--- src/rtl/rf_arb_pkg.sv ---
// Shared definitions for the register-file debug arbiter.
//   XLEN        : register width
//   REG_ADDR_W  : register address width (32 registers)
//   state_t     : arbiter FSM state
//   dbg_req_t   : buffered debug request (write flag, address, write data)
package rf_arb_pkg;

  localparam int XLEN       = 32;
  localparam int REG_ADDR_W = 5;

  typedef enum logic [1:0] {
    IDLE = 2'd0,
    PEND = 2'd1,
    RESP = 2'd2
  } state_t;

  typedef struct packed {
    logic                  write;
    logic [REG_ADDR_W-1:0] addr;
    logic [XLEN-1:0]       wdata;
  } dbg_req_t;

endpackage

--- src/rtl/regfile_dbg_arbiter.sv ---
// regfile_dbg_arbiter
// Shares the 32x32 register file between a single-cycle core and a debug
// requester. The core's writeback port and rs1 read port normally pass
// straight through. A debug read steals the rs1 port for one cycle and
// stalls the core. A debug write waits for a cycle where the core does not
// write; after MAX_WAIT such waits it takes the port anyway and stalls the
// core for that one cycle.
//
// Parameters:
//   MAX_WAIT  cycles a pending debug write waits for an idle write port
//             before forcing a stall (must be >= 1).
// Ports:
//   clk, rst_n                         clock, async active-low reset
//   core_we/core_rd/core_wdata         core writeback request
//   core_rs1                           core rs1 read address
//   core_stall                         core must hold and replay this cycle
//   rf_we/rf_rd/rf_wdata/rf_rs1        register file port controls
//   rf_rdata1                          register file rs1 data (combinational)
//   dbg_req_valid/ready/write/addr/wdata  debug request channel
//   dbg_rsp_valid/ready/rdata          debug response channel (registered)
//   fsm_state                          current arbiter state, for observation
//
// Handshakes: a transfer happens on a rising edge where valid and ready are
// both high; valid is never withdrawn by this block once raised and the
// response data stays stable until the transfer.
module regfile_dbg_arbiter
  import rf_arb_pkg::*;
#(
  parameter int MAX_WAIT = 15
) (
  input  logic                  clk,
  input  logic                  rst_n,
  input  logic                  core_we,
  input  logic [REG_ADDR_W-1:0] core_rd,
  input  logic [XLEN-1:0]       core_wdata,
  input  logic [REG_ADDR_W-1:0] core_rs1,
  output logic                  core_stall,
  output logic                  rf_we,
  output logic [REG_ADDR_W-1:0] rf_rd,
  output logic [XLEN-1:0]       rf_wdata,
  output logic [REG_ADDR_W-1:0] rf_rs1,
  input  logic [XLEN-1:0]       rf_rdata1,
  input  logic                  dbg_req_valid,
  output logic                  dbg_req_ready,
  input  logic                  dbg_req_write,
  input  logic [REG_ADDR_W-1:0] dbg_req_addr,
  input  logic [XLEN-1:0]       dbg_req_wdata,
  output logic                  dbg_rsp_valid,
  input  logic                  dbg_rsp_ready,
  output logic [XLEN-1:0]       dbg_rsp_rdata,
  output state_t                fsm_state
);

  localparam int              CNT_W   = $clog2(MAX_WAIT + 1);
  localparam logic [CNT_W-1:0] CNT_MAX = CNT_W'(MAX_WAIT);

  state_t          state;
  dbg_req_t        req_buf;
  logic [CNT_W-1:0] wait_cnt;
  logic            rsp_valid_q;
  logic [XLEN-1:0] rsp_rdata_q;

  logic rd_steal;
  logic wr_grant;

  always_comb begin
    rd_steal = (state == PEND) && !req_buf.write;
    wr_grant = (state == PEND) && req_buf.write &&
               (!core_we || (wait_cnt == CNT_MAX));
  end

  // Port steering. Default is transparent pass-through of the core.
  always_comb begin
    rf_we         = core_we;
    rf_rd         = core_rd;
    rf_wdata      = core_wdata;
    rf_rs1        = core_rs1;
    core_stall    = 1'b0;
    dbg_req_ready = (state == IDLE);

    if (rd_steal) begin
      // The core is stalled and will replay, so its writeback in this cycle
      // is dropped; the debug read therefore sees the pre-write value.
      rf_rs1     = req_buf.addr;
      rf_we      = 1'b0;
      core_stall = 1'b1;
    end else if (wr_grant) begin
      rf_we      = 1'b1;
      rf_rd      = req_buf.addr;
      rf_wdata   = req_buf.wdata;
      // Only a forced grant collides with a core write; that write is
      // replaced by the debug write and replayed next cycle.
      core_stall = core_we;
    end
  end

  always_ff @(posedge clk or negedge rst_n) begin
    if (!rst_n) begin
      state       <= IDLE;
      req_buf     <= '0;
      wait_cnt    <= '0;
      rsp_valid_q <= 1'b0;
      rsp_rdata_q <= '0;
    end else begin
      case (state)
        IDLE: begin
          if (dbg_req_valid) begin
            req_buf.write <= dbg_req_write;
            req_buf.addr  <= dbg_req_addr;
            req_buf.wdata <= dbg_req_wdata;
            wait_cnt      <= '0;
            state         <= PEND;
          end
        end
        PEND: begin
          if (!req_buf.write) begin
            rsp_rdata_q <= rf_rdata1;
            rsp_valid_q <= 1'b1;
            state       <= RESP;
          end else if (wr_grant) begin
            rsp_rdata_q <= '0;
            rsp_valid_q <= 1'b1;
            state       <= RESP;
          end else begin
            wait_cnt <= wait_cnt + CNT_W'(1);
          end
        end
        RESP: begin
          if (dbg_rsp_ready) begin
            rsp_valid_q <= 1'b0;
            state       <= IDLE;
          end
        end
        default: state <= IDLE;
      endcase
    end
  end

  assign dbg_rsp_valid = rsp_valid_q;
  assign dbg_rsp_rdata = rsp_rdata_q;
  assign fsm_state     = state;

endmodule

--- config.mk ---
export PLATFORM = sky130hd
export DESIGN_NAME = regfile_dbg_arbiter
export DESIGN_NICKNAME = d
export VERILOG_FILES = /design/src/rtl/rf_arb_pkg.sv /design/src/rtl/regfile_dbg_arbiter.sv
export SDC_FILE = /design/constraint.sdc
export NUM_CORES = 1
export LEC_CHECK = 0
export BUFFER_PORTS_ARGS = -buffer_cell sky130_fd_sc_hd__buf_2
export CORE_ASPECT_RATIO = 1.4
export CORE_MARGIN = 2
export CORE_UTILIZATION = 30
export CTS_CLUSTER_DIAMETER = 50
export DETAILED_ROUTE_END_ITERATION = 7
export GPL_TIMING_DRIVEN = 0
export PLACE_DENSITY = 0.69
export SLEW_MARGIN = 20
export SYNTH_ARGS = -nofsm -noshare
export SYNTH_HDL_FRONTEND = slang
export SYNTH_SLANG_ARGS = --single-unit
--- constraint.sdc ---
create_clock -name clk -period 3.7 [get_ports clk]
set_input_delay 0.74 -clock clk [delete_from_list [all_inputs] [get_ports clk]]
set_output_delay 0.74 -clock clk [all_outputs]
set_load 0.03 [all_outputs]
# Yosys cells after proc, flatten, opt, wreduce, memory -nomap -nowiden
# Cells that the tools add are included.
[word_totals] input_bits=117 word_cells=55 out_inout_bits=80 register_bits=77
[classes] reduce_logical=14 eq_ne=9 n_mux=24 add_sub_neg=1
[ops] cell="$mux 32" n=4
[ops] cell="$mux 5" n=3
[ops] cell="$mux 4" n=3
[ops] cell="$mux 2" n=4
[ops] cell="$ne 2x2->1 const B" n=4
[ops] cell="$pmux 4 s2" n=1
[ops] cell="$mux 1" n=7
[ops] cell="$pmux 2 s3" n=1
[ops] cell="$reduce_and 3->1" n=2
[ops] cell="$add 4x1->4 const B" n=1
[ops] cell="$eq 4x4->1 const B" n=1
[ops] cell="$reduce_and 2->1" n=2
[ops] cell="$reduce_and 4->1" n=1
[ops] cell="$reduce_bool 2->1" n=2
[ops] cell="$logic_and 1x1->1" n=3
[ops] cell="$ne 3x3->1 const B" n=1
[ops] cell="$eq 2x1->1 const B" n=1
[ops] cell="$eq 2x2->1 const B" n=1
[ops] cell="$logic_not 1->1" n=2
[ops] cell="$logic_not 2->1" n=1
[ops] cell="$ne 2x1->1 const B" n=1
[ops] cell="$pmux 1 s2" n=1
[ops] cell="$logic_or 1x1->1" n=1

# Depth between registers and ports, before layout
[logic_depth] depth_word=6 ltp_mapped=5 depth_no_buf=4

# Least setup slack after synthesis
# OpenSTA, ideal clock, no wires.
[synth_path] path_type="reg-to-output" start="register state[0], in the netlist fsm_state[0]" end="output rf_rd[0]" path_slack_ns=1.157 arrival_time_ns=1.803 stages_incl_launch_ff=6 required_ns=2.960 path_cell_list="dfrtp_1 -> buf_2 -> nand3b_1 -> a21oi_4 -> buf_6 -> mux2_1"
[synth_between] elab_chain_len=5 elab_cells_between_ends=6 classes_between="1 x eq/ne; 2 x mux; 3 x reduce/logical"
[synth_rtl] element="start: declaration" line_no="regfile_dbg_arbiter.sv:57" text="state_t state;"
[synth_rtl] element="start signal: assignment" line_no="regfile_dbg_arbiter.sv:99" text="state <= IDLE;"
[synth_rtl] element="start signal: assignment" line_no="regfile_dbg_arbiter.sv:112" text="state <= PEND;"
[synth_rtl] element="start signal: assignment" line_no="regfile_dbg_arbiter.sv:119" text="state <= RESP;"
[synth_rtl] element="$eq 2x1->1 *" line_no="regfile_dbg_arbiter.sv:67, regfile_dbg_arbiter.sv:68"
[synth_rtl] element="$logic_and 1x1->1 (2 in a row)" line_no="regfile_dbg_arbiter.sv:68" text="wr_grant = (state == PEND) && req_buf.write &&"
[synth_rtl] element="$mux 5" line_no="regfile_dbg_arbiter.sv:87" text="end else if (wr_grant) begin"
[synth_rtl] element="$mux 5 *" line_no="regfile_dbg_arbiter.sv:81" text="if (rd_steal) begin"
[synth_rtl] element="end: declaration" line_no="regfile_dbg_arbiter.sv:39" text="output logic [REG_ADDR_W-1:0] rf_rd,"
# Mark *: on every way between the ends. The rest lies on a longest branch, timed or not.

# Worst setup path after layout
[layout_path] start="register wait_cnt[0]" end="output rf_wdata[14]"
[layout_between] elab_chain_len=5
[layout_rtl] element="start: declaration" line_no="regfile_dbg_arbiter.sv:59" text="logic [CNT_W-1:0] wait_cnt;"
[layout_rtl] element="start signal: assignment" line_no="regfile_dbg_arbiter.sv:125" text="wait_cnt <= wait_cnt + CNT_W'(1);"
[layout_rtl] element="$eq 4x4->1" line_no="regfile_dbg_arbiter.sv:69" text="(!core_we || (wait_cnt == CNT_MAX));"
[layout_rtl] element="$logic_or 1x1->1" line_no="regfile_dbg_arbiter.sv:69"
[layout_rtl] element="$logic_and 1x1->1" line_no="regfile_dbg_arbiter.sv:68"
[layout_rtl] element="$mux 32" line_no="regfile_dbg_arbiter.sv:87"
[layout_rtl] element="$mux 32" line_no="regfile_dbg_arbiter.sv:81"
[layout_rtl] element="end: declaration" line_no="regfile_dbg_arbiter.sv:40" text="output logic [XLEN-1:0] rf_wdata,"
# No other way between the ends.

==> results.yml <==
logic_synthesis:
  synth.avg_cell_area_um2: 14.2
  ys_seq_area_share_pct: 55.8
  netlist_area_mm2: 0.00345
  netlist_top_cells_count: "dfrtp_1 (77), mux2_2 (48), mux2_1 (33), a22o_1 (32), buf_2 (11)"
  yosysMostFrequentCell: "dfrtp_1"
  synth_cell_type_count: 29
  yosys.area_share.adder_pct: 0.362
  postSynthRegisterBits: 77
  synth_top_area_share_pct: 55.8
  ys.flop_type: "dfrtp_1"
  ys_warn_count: 0
  synth_top_family_by_area: "multiplexers"
  synth_compound_area_share_pct: 10.5
  synthMuxAreaShare_pct: 26.7
  syn-num-nets: 361
  synth_edf_count: 0
  ys_top_cells_by_area: "dfrtp_1 (56%), mux2_2 (16%), mux2_1 (11%), a22o_1 (8.1%), buf_2 (1.6%)"
  synth-simple-area-share_pct: 3.77
  netlist_instances: 243
  async_reset_ff_share_pct: 100
  synth-xor-area-share_pct: 0
  synth_area_leader_cell: "dfrtp_1"
floorplanning:
  dieWidth_um: 94.7
  initial_utilization_pct: 30.6
  ios: 197
  die_h_um: 131
  dieArea_mm2: 0.0124
  core_mm2: 0.0113
  rows: 46
layout:
  drive_gt1_share_pct: 61.0
  postLayoutCellArea_mm2: 0.00498
  fin_nets: 569
  areaGrowthSynthToFinish_pct: 44.2
  antenna-diode-count: 0
  final_cells: 598
global_route:
  use_met3_pct: 2.92
  grt_use_met1_pct: 17.1
  grt_use_met2_pct: 25.1
  antenna_found_initial: 0
  grtUsageTotal_pct: 14.3
  overflow: 0
  grt_first_pass_wirelength_um: 13500
  grt-busiest-layer: "met2"
  grt_max_degree: 58
  grt_pass1_vias: 2754
detailed_routing:
  viasPerCell: 4.71
  drc_errors: 0
  postRouteAntennaNets: 0
  drtIter0Drc: 56
  firstDrtPassIters: 4
  vias: 2817
  drt_wl_total_um: 9170
  wire_per_inst_um: 15.3
timing:
  maxSlewHeadroom_pct: 56.9
  drv_slew: 0
  period_minus_slack_ns: 3.09
  tightest_slew_ns: 0.646
  setup_viol: 0
  clock.fmax_mhz: 323
  finalCritPeriodShare_pct: 83.6
  finClkSkew_ns: 0.00895
  rsz0062_at_grt: "false"
  tns_ns: 0
  hold_viol: 0
clock_network:
  postCtsHoldBufs: 0
  clockRootBuffer: "clkbuf_16"
  numCtsBuffers: 9
  cts.sink_count: 77
  ctsResizeCount: 0
  post_cts_buffers: 0
  htreeDepth: 3
  clockBufferDepth: 2
  path_clk_slew_ns: 0.06
  cts_tree: "done"
  clk_latency_ns: 0.33
placement:
  placed_cell_area_mm2: 0.00465
  gp_congestion: 0.773
  dp_hpwl_um: 6900
  dp.cells: 584
  io_buffer_count: 196
worst_hold_path:
  hold_class: "in -> async"
run_status:
  outcome: "complete, no violations"
power:
  peakVddDrop_uv: 302
  power.density_mw_per_mm2: 829
  finalPower_mw: 4.13
  p_leak_nw: 2.53
critical_path:
  ff2ff_path_depth: 4
  start_kind: "flop"
  crit_type: "reg -> out"
  cp.arrival_ns: 2.35
  endpoint_kind: "output pin"
  worstPathRequired_ns: 2.96
  cp_max_fo: 10
job:
  maxCapViolCount: 0
==> metrics by stage <==
step           hold slack (ns)  setup slack [ns]  util, %
6_report                 0.301             0.607     44.2
5_1_grt                  0.304             0.474     44.2
4_1_cts                  0.294             0.528     44.2
3_5_place_dp             0.478             0.844     41.2
3_3_place_gp             0.471             0.885     40.9
2_1_floorplan            0.444              1.16        -
==> registers in the layout (all words and copies together), names as in the netlist <==
register	flops
req_buf	38
dbg_rsp_valid	1
dbg_rsp_rdata	32
fsm_state	2
wait_cnt	4
==> cells in the final DEF, fill, tap and decap left out, types with 2 or more instances in the layout <==
master / n
nand2b_1: 4
dfrtp_1: 77
bufinv_16: 3
buf_2: 206
nand3_1: 4
buf_6: 3
nor2b_1: 2
o21ai_0: 3
o311ai_0: 2
mux2_1: 33
nand2_1: 6
clkbuf_16: 9
a22o_1: 32
inv_1: 2
mux2_2: 48
==> cell families (layout without fill, tap and decap cells) <==
group	Yosys count	after routing
AOI/OAI and AO/OA	43	43
buffers and inverters	17	228
DFF	77	77
adders and majority gates	1	1
and+or+nand+nor	23	23
muxes	82	82
==> worst max-delay path, cell delays in order, from the launching register on <==
cell and delay, ns:
dfrtp_1 0.39, ha_1 0.23, nand3_1 0.16, a21oi_4 0.47, buf_6 0.23, mux2_1 0.35
buf_2 0.19
==> report_power, final <==
group	internal, mW	leakage (nW)	switching, mW	total (mW)
sequential	1.22	0.948	0.211	1.43
combinational	0.698	1.43	1.01	1.71
clock	0.669	0.161	0.321	0.990
total	2.59	2.53	1.54	4.13
==> final timing paths <==
kind	start	end	slack, ns
setup / recovery	wait_cnt[0]	rf_wdata[14]	0.61
hold / removal	rst_n	dbg_rsp_rdata[19]	0.30
setup reg to reg	fsm_state[1]	dbg_rsp_rdata[20]	1.80
hold reg to reg	req_buf[24]	req_buf[24]	0.49
max in group asynchronous	rst_n	req_buf[37]	2.80
min in group clk	req_buf[24]	req_buf[24]	0.49
==> layer usage <==
| layer | vias to the layer above | routed length, um |
|---|---|---|
| met5 | - | 0 |
| li1 | 1321 | - |
| met3 | 9 | 644 |
| met1 | 1354 | 3720 |
| met4 | 0 | 117 |
| met2 | 133 | 4690 |
==> layout make-up <==
type | count | area [um^2]
Timing Repair Buffer | 197 | 1010
Clock inverter | 4 | 97.6
Sequential cell | 77 | 1930
Inverter | 2 | 7.51
Multi-Input combinational cell | 149 | 1430
Clock buffer | 10 | 239
Fill cell | 1082 | 6300
Buffer | 15 | 93.8
Tap cell | 144 | 180
(Power assumes the default switching activity.)
